File: config.mk
export PLATFORM = sky130hd
export DESIGN_NAME = ie_mem_latch_p
export DESIGN_NICKNAME = d
export VERILOG_FILES = /design/src/rtl/lc3b_types.sv /design/src/rtl/indir_ctl.sv /design/src/rtl/ie_mem_latch_p.sv
export SDC_FILE = /design/constraint.sdc
export NUM_CORES = 1
export LEC_CHECK = 0
export ABC_CLOCK_PERIOD_IN_PS = 2100
export CAP_MARGIN = 25
export CELL_PAD_IN_SITES_DETAIL_PLACEMENT = 1
export CELL_PAD_IN_SITES_GLOBAL_PLACEMENT = 2
export CORE_UTILIZATION = 23
export CTS_BUF_LIST = sky130_fd_sc_hd__clkbuf_8
export DETAILED_ROUTE_END_ITERATION = 12
export GPL_TIMING_DRIVEN = 0
export HOLD_SLACK_MARGIN = 0.06
export PLACE_DENSITY = 0.77
export SLEW_MARGIN = 15
export SYNTH_ARGS = -nofsm -noshare
export SYNTH_HDL_FRONTEND = slang
export SYNTH_SLANG_ARGS = --single-unit
File: constraint.sdc
create_clock -name clk -period 2.1 [get_ports clk]
set_input_delay 0.42 -clock clk [delete_from_list [all_inputs] [get_ports clk]]
set_output_delay 0.42 -clock clk [all_outputs]
set_load 0.01 [all_outputs]
File: src/rtl/lc3b_types.sv
// Shared LC-3b pipeline types: machine word, decoded control packet and the
// occupancy state of the IE/MEM latch.
package lc3b_types;

    typedef logic [15:0] lc3b_word;

    typedef enum logic [3:0] {
        OP_BR   = 4'h0,
        OP_ADD  = 4'h1,
        OP_LDB  = 4'h2,
        OP_STB  = 4'h3,
        OP_JSR  = 4'h4,
        OP_AND  = 4'h5,
        OP_LDR  = 4'h6,
        OP_STR  = 4'h7,
        OP_RTI  = 4'h8,
        OP_NOT  = 4'h9,
        OP_LDI  = 4'ha,
        OP_STI  = 4'hb,
        OP_JMP  = 4'hc,
        OP_SHF  = 4'hd,
        OP_LEA  = 4'he,
        OP_TRAP = 4'hf
    } lc3b_opcode;

    // Everything downstream stages need from decode, packed into one word.
    typedef struct packed {
        lc3b_opcode  opcode;
        logic [2:0]  dest;
        logic [2:0]  src1;
        logic        load_regfile;
        logic        mem_read;
        logic        mem_write;
        logic        indirect;
        logic [1:0]  width;
    } lc3b_ipacket;

    typedef enum logic [1:0] {
        STAGE_EMPTY    = 2'd0,
        STAGE_FULL     = 2'd1,
        STAGE_INDIRECT = 2'd2
    } lc3b_stage_state;

endpackage

File: src/rtl/indir_ctl.sv
// Occupancy FSM and indirection-level counter for the IE/MEM latch.
// Handshake: a packet moves when valid and ready are both high on a rising edge.
module indir_ctl
    import lc3b_types::*;
#(
    parameter int MAX_INDIR = 2,
    localparam int CW = $clog2(MAX_INDIR + 1)
) (
    input  logic            clk,
    input  logic            reset,
    input  logic            flush,
    input  logic            in_valid,
    input  logic            out_ready,
    input  logic            mem_resp,
    input  logic [CW-1:0]   in_indir_cnt,
    output logic            in_ready,
    output logic            capture,
    output logic            addr_load,
    output lc3b_stage_state state,
    output logic [CW-1:0]   indir_left
);

    localparam logic [CW-1:0] MAX_CNT = CW'(MAX_INDIR);

    logic [CW-1:0] load_cnt;

    assign load_cnt  = (in_indir_cnt > MAX_CNT) ? MAX_CNT : in_indir_cnt;
    assign in_ready  = (state == STAGE_EMPTY) | ((state == STAGE_FULL) & out_ready);
    assign capture   = in_valid & in_ready & ~flush;
    assign addr_load = (state == STAGE_INDIRECT) & mem_resp & ~flush;

    always_ff @(posedge clk or posedge reset) begin
        if (reset) begin
            state      <= STAGE_EMPTY;
            indir_left <= '0;
        end else if (flush) begin
            state      <= STAGE_EMPTY;
            indir_left <= '0;
        end else if (capture) begin
            indir_left <= load_cnt;
            state      <= (load_cnt != '0) ? STAGE_INDIRECT : STAGE_FULL;
        end else begin
            case (state)
                STAGE_FULL: begin
                    if (out_ready) state <= STAGE_EMPTY;
                end
                // out_ready is deliberately ignored until the last pointer lands.
                STAGE_INDIRECT: begin
                    if (mem_resp) begin
                        indir_left <= indir_left - CW'(1);
                        if (indir_left == CW'(1)) state <= STAGE_FULL;
                    end
                end
                default: ;
            endcase
        end
    end

endmodule

File: src/rtl/ie_mem_latch_p.sv
// IE/MEM pipeline latch: holds one packet and resolves memory indirection by
// reloading the address lane with each returned pointer.
module ie_mem_latch_p
    import lc3b_types::*;
#(
    parameter int DATA_W    = 16,
    parameter int NUM_LANES = 3,
    parameter int ADDR_LANE = 1,
    parameter int MAX_INDIR = 2,
    localparam int CW = $clog2(MAX_INDIR + 1)
) (
    input  logic                              clk,
    input  logic                              reset,
    input  logic                              flush,
    input  logic                              in_valid,
    output logic                              in_ready,
    input  lc3b_ipacket                       in_ipacket,
    input  logic [NUM_LANES-1:0][DATA_W-1:0]  in_lane,
    input  logic [CW-1:0]                     in_indir_cnt,
    input  logic                              mem_resp,
    input  logic [DATA_W-1:0]                 mem_rdata,
    output logic                              out_valid,
    input  logic                              out_ready,
    output lc3b_ipacket                       out_ipacket,
    output logic [NUM_LANES-1:0][DATA_W-1:0]  out_lane,
    output logic                              hold,
    output logic [CW-1:0]                     indir_left
);

    logic                             capture;
    logic                             addr_load;
    lc3b_stage_state                  state;
    logic [NUM_LANES-1:0][DATA_W-1:0] lane_q;
    lc3b_ipacket                      ipacket_q;

    indir_ctl #(
        .MAX_INDIR (MAX_INDIR)
    ) u_indir_ctl (
        .clk          (clk),
        .reset        (reset),
        .flush        (flush),
        .in_valid     (in_valid),
        .out_ready    (out_ready),
        .mem_resp     (mem_resp),
        .in_indir_cnt (in_indir_cnt),
        .in_ready     (in_ready),
        .capture      (capture),
        .addr_load    (addr_load),
        .state        (state),
        .indir_left   (indir_left)
    );

    // Payload survives flush; only a capture or a pointer return rewrites it.
    always_ff @(posedge clk or posedge reset) begin
        if (reset) begin
            lane_q    <= '0;
            ipacket_q <= '0;
        end else if (capture) begin
            lane_q    <= in_lane;
            ipacket_q <= in_ipacket;
        end else if (addr_load) begin
            lane_q[ADDR_LANE] <= mem_rdata;
        end
    end

    assign out_valid   = (state != STAGE_EMPTY);
    assign hold        = (state == STAGE_INDIRECT);
    assign out_lane    = lane_q;
    assign out_ipacket = ipacket_q;

endmodule

# --- Word level (Yosys, flattened, before mapping) ---
# Index checks and enable logic that the tools add are counted.
classes:
  n_addsub: 1
  div: 0
  n_reduce_logical: 9
  bitwise: 7
  magnitude_cmp: 1
  mux: 14
  n_shift: 0
  n_eq_ne: 6
  mul: 0
op_table:
  columns: ["op", "count"]
  rows:
  - ["2-to-1 mux 16 bit", 2]
  - ["2-to-1 mux 2 bit", 11]
  - ["nonzero test 2 bit", 3]
  - ["nonzero test 3 bit", 2]
  - ["AND 1 bit", 5]
  - ["== test 2 x 1 -> 1 bit, second input constant", 2]
  - ["inequality test 4 x 2 -> 1 bit, second input constant", 1]
  - ["inequality test 4 x 3 -> 1 bit, second input constant", 1]
  - ["inequality test 4 bit, second input constant", 1]
  - ["one-hot mux 2 bit (2 select lines)", 1]
  - ["AND reduction 4 bit", 1]
  - ["nonzero test 4 bit", 1]
  - ["== test 2 bit, second input constant", 1]
  - ["greater-than comparator 2 bit, second input constant", 1]
  - ["logical NOT 2 bit", 1]
  - ["AND reduction 2 bit", 1]
  - ["subtractor 2 x 1 -> 2 bit, second input constant", 1]
  - ["inverter 1 bit", 1]
  - ["bitwise OR 1 bit", 1]
word_totals:
  mem_bits_ro: 0
  mem_bits_rw: 0
  input_bits: 88
  out_inout_bits: 69
  latch_bits: 0
  ff_bits: 68
  n_memories: 0

# --- Depth between registers and ports, before layout ---
logic_depth:
  depth_word: 7
  ltp_mapped: 6

# --- Modules after synthesis ---
# From an unflattened synthesis, not the netlist that was laid out.
unflattened:
  hier_cells: 213
  area_unflattened_um2: 3084.2
by_module_without_submodules:
  columns: ["mod", "instances", "area_per_inst_um2", "cells_each"]
  rows:
  - ["ie_mem_latch_p", 1, 2747.6, 174]
  - ["indir_ctl", 1, 336.6, 39]

# --- Worst setup path after synthesis ---
# OpenSTA, ideal clock, no wires.
synth_path:
  kind: "reg2reg"
  startpoint: "register u_indir_ctl.state[0]"
  endpoint: "register lane_q (netlist bit out_lane[16])"
  period_less_slack_ns: 1.900
  path_buffers: 2
  path_slack_ns: 0.200
  arrival_ns: 1.775
  path_stages_with_launch: 7
  setup_time_ns: 0.125
  t_required_ns: 1.975
  path_cell_list: "dfrtp_1 nor2b_4 or3b_1 buf_6 a21oi_4 buf_12 mux2_4"
synth_between:
  elab_chain_len: 6
  elab_cells_between_ends: 11
synth_lines:
  columns: ["element", "line_no", "source"]
  rows:
  - ["start: declaration", "indir_ctl.sv:19", "output lc3b_stage_state state,"]
  - ["start signal: assignment", "indir_ctl.sv:41", "state <= (load_cnt != '0) ? STAGE_INDIRECT : STAGE_FULL;"]
  - ["== test 2 x 1 -> 1 bit", "indir_ctl.sv:28", "assign in_ready = (state == STAGE_EMPTY) | ((state == STAGE_FULL) & out_ready);"]
  - ["AND 1 bit", "indir_ctl.sv:28", null]
  - ["bitwise OR 1 bit", "indir_ctl.sv:28", null]
  - ["AND 1 bit (2 in series)", "indir_ctl.sv:29", "assign capture = in_valid & in_ready & ~flush;"]
  - ["2-to-1 mux 16 bit or nonzero test 2 bit (tied branches)", null, null]
  - ["end signal: assignment", "ie_mem_latch_p.sv:59", "lane_q <= in_lane;"]
  - ["end signal: indexed assignment", "ie_mem_latch_p.sv:62", "lane_q[ADDR_LANE] <= mem_rdata;"]
  - ["end: declaration", "ie_mem_latch_p.sv:33", "logic [NUM_LANES-1:0][DATA_W-1:0] lane_q;"]
# Several ways; a longest one is shown, not always the timed one.
# A chain may end at the register's enable or synchronous reset.

# --- Final worst setup path ---
layout_path:
  startpoint: "input port out_ready"
  endpoint: "register lane_q (netlist bit out_lane[16])"
layout_between:
  elab_chain_len: 5
  elab_cells_between_ends: 6
layout_lines:
  columns: ["element", "line_no", "source"]
  rows:
  - ["start: declaration", "ie_mem_latch_p.sv:23", "input logic out_ready,"]
  - ["AND 1 bit (*)", "indir_ctl.sv:28", null]
  - ["bitwise OR 1 bit (*)", "indir_ctl.sv:28", null]
  - ["AND 1 bit (*) (2 in series)", "indir_ctl.sv:29", null]
  - ["2-to-1 mux 16 bit or nonzero test 2 bit (tied branches)", null, null]
# Mark *: on every way between the ends. The rest lies on a longest branch, timed or not.

==> summary.txt <==
Synthesis
  • Syn nets: 272
  • Post-synth top flop: dfrtp_1
  • Synthesized area per cell: 16.3 um^2
  • Post-synthesis sequential area ratio: 56.9%
  • Yosys warning total: 0
  • Synth area leaders: dfrtp_1 57%, mux2_2 19%, mux2_4 15%, buf_2 0.84%, buf_6 0.75%
  • Synthesized area: 2990 um^2
  • EDFF count, synth: 0
  • Cells after synthesis: 183
  • Synth top area share: 56.9%
  • Async SR Flop Fraction: 100%
  • Synth cell types: 26
  • Synth Register Bits: 68
  • Synth area leader: dfrtp_1

CTS
  • Clock Path Buffers: 2
  • Root buffer cell: clkbuf_8
  • H-tree depth: 3
  • Clk_lat worst skew: 0.34 ns
  • Clock sink count: 68
  • TritonCTS Buffers: 9
  • Clk pin slew, worst setup/hold paths: 0.07 ns
  • TritonCTS clock tree: built

Critical path
  • Crit path launch: out_ready
  • CP Cell Sequence: clkdlybuf4s50_1 -> nor2b_4 -> or3b_4 -> buf_6 -> buf_6 -> mux2_4 -> mux2_4
  • Crit path arrival time: 2.26 ns
  • Max incr delay on CP: 0.53 ns
  • Worst r2r src: u_indir_ctl.state[0]$_DFFE_PP0P_
  • CP Max Fanout: 10
  • WS Path Type: in -> reg
  • Worst path bufs/invs: 3
  • Setup crit end kind: register
  • Cell family with most CP delay: buffers and inverters
  • Crit path max-delay cell type: clkdlybuf4s50_1
  • WP data required: 2.33 ns
  • Startpoint types: primary input

Floorplanning
  • Num rows: 41
  • DIE AREA: 13500 um^2
  • Initial core utilization: 23.6%
  • Die width: 116 um
  • Die Span Y: 116 um
  • Number of I/O pins: 157
  • Core Region: 12700 um^2

Layout
  • Filler cells: 1360
  • P&R area growth vs syn: 69.4%
  • Layout cells sized above 1: 32.5%
  • Most frequent cells in the layout: 154 x clkdlybuf4s50_1, 67 x dfrtp_1, 51 x mux2_2
  • Nets: 444
  • Most common cell after layout, fill and taps aside: clkdlybuf4s50_1
  • Multi-input logic area: 1210 um^2
  • Fin util: 40.0%
  • Number of antenna diodes: 0
  • Reg area: 1700 um^2

Global route
  • Largest net degree at the start of global routing: 36
  • Remaining Overflow, GRT: 0
  • Total global-route track usage: 12.5%
  • Global-route wire length before repair: 12300 um
  • Vias in the first global route: 2386
  • Initial antenna violation count: 0

Pwr
  • Net Sw Frac: 26.4%
  • Comb pwr share: 37.1%
  • Leak: 2.12 nW
  • Switching pwr: 0.00129 W
  • Clock Power Share: 24.5%
  • Int Power: 0.00359 W
  • Total power: 0.00488 W
  • Sequential power share: 38.4%
  • Peak VDD IR: 0.293 mV
  • PD cells: 962 nW/um^2

Route
  • Wirelength, routed: 8030 um
  • DRT Pass-1 Iters: 3
  • Routed Antenna Nets: 0
  • Per-cell routed wire length: 15.2 um
  • DRT iter0 DRCs: 59
  • Drt drc: 0
  • Vias/cell: 4.08
  • Via count: 2156

STA
  • Max Transition Viols Final: 0
  • Tmin final: 2.03 ns
  • Peak Freq: 494 MHz
  • Rel. slew slack: 76.0%
  • Fin Clk Skew: 0.00945 ns
  • RSZ-0062 raised after global routing: false
  • Hold Fails Final Rpt: 0
  • Worst Max-Slew Pin Slew: 0.360 ns
  • Worst setup margin: 0.0747 ns
  • Final setup fails: 0
  • Worst Hold Slack: 0.408 ns
  • Fin crit share: 96.4%
  • Total negative slack: 0 ns

Placement
  • Port Buffers: 156
  • Final Wtd Congestion: 0.658
  • HPWL Detailed: 6360 um
  • Dpl ws: -0.598 ns

Flow run
  • Max-cap violations: 0

Min path
  • Worst hold path class: in -> async

Outcome
  • Run status: finished clean
## cells in the mapped netlist (all sizes together) (2+ instances only)
cell,n
nor2b,2
inv,4
a21oi,2
mux2,81
nor2,2
buf,9
nand2,2
dfrtp,68
a31oi,2
## worst reg2reg max path, stage by stage (launching register included)
cell     delay (ns)
dfrtp_1        0.44
nor2b_4        0.17
or3b_4         0.38
buf_6          0.15
buf_6          0.15
mux2_4         0.30
mux2_4         0.25
## cell type report
type / instances / area share, %
timing repair buffer: 161 / 32.1
tap: 172 / 4.25
clock buffer: 11 / 2.99
clock inverter: 2 / 1.18
inverter: 4 / 0.370
sequential: 68 / 33.6
buffer: 9 / 1.68
multi-input combinational: 102 / 23.8
## per-stage QoR
step	cells	cell area [um^2]
6_report	529	5070
3_3_place_gp	511	4770
4_1_cts	528	5050
2_1_floorplan	183	3000
5_1_grt	529	5070
3_5_place_dp	513	4810
## registers in the layout, indices dropped and copies added, names as in the netlist
register,flops
out_lane,48
out_ipacket,16
u_indir_ctl.indir_left,2
u_indir_ctl.state,2
## path summary, 6_finish.rpt
| path | to | slack, ns | cells after the start |
|---|---|---|---|
| hold / removal | out_lane[9]$_DFFE_PP0P_ | 0.41 | 2 |
| setup / recovery | out_lane[16]$_DFFE_PP0P_ | 0.07 | 7 |
| setup reg to reg | out_lane[16]$_DFFE_PP0P_ | 0.15 | 6 |
| max in group asynchronous | out_ipacket[15]$_DFFE_PP0P_ | 1.21 | 3 |
| hold reg to reg | out_ipacket[7]$_DFFE_PP0P_ | 0.50 | 1 |
| min in group clk | out_ipacket[7]$_DFFE_PP0P_ | 0.50 | 1 |
## power groups by stage
stage / Sequential, W / Clock (W) / Combinational, W
final: 0.00187 / 0.00120 / 0.00181
after floorplan: 0.00204 / 0 / 0.000609
after global routing: 0.00192 / 0.00131 / 0.00193
after global placement: 0.00187 / 0 / 0.00179
after CTS: 0.00188 / 0.00124 / 0.00184
after detailed placement: 0.00190 / 0 / 0.00183
## metal layers
metal,vias to the layer above,wire (um),global-route usage (%)
met5,-,0,0
met4,0,93,5.13
met2,103,4030,22.0
met1,1060,3120,13.2
li1,986,-,-
met3,7,784,5.02
## timing repair
item                       in CTS  in global routing
hold buffers                    0                  0
buffers inserted                2                  1
resized for setup               5                  3
pin swaps                       2                  1
setup endpoints to repair      22                 17
## kinds of logic (layout without fill, tap and decap cells)
kind of cell             count (synthesis)  count (layout)  share of synthesized area [%]
multiplexers                            82              82                           34.6
AND/OR/NAND/NOR                          9               9                           2.18
buffers and inverters                   13             187                           3.26
XOR/XNOR                                 1               1                          0.293
adder cells (fa/ha/maj)                  1               1                          0.418
flip-flops                              68              68                           56.9
AO/OA/AOI/OAI                            9               9                           2.38
Power figures use the tool's default switching activity.
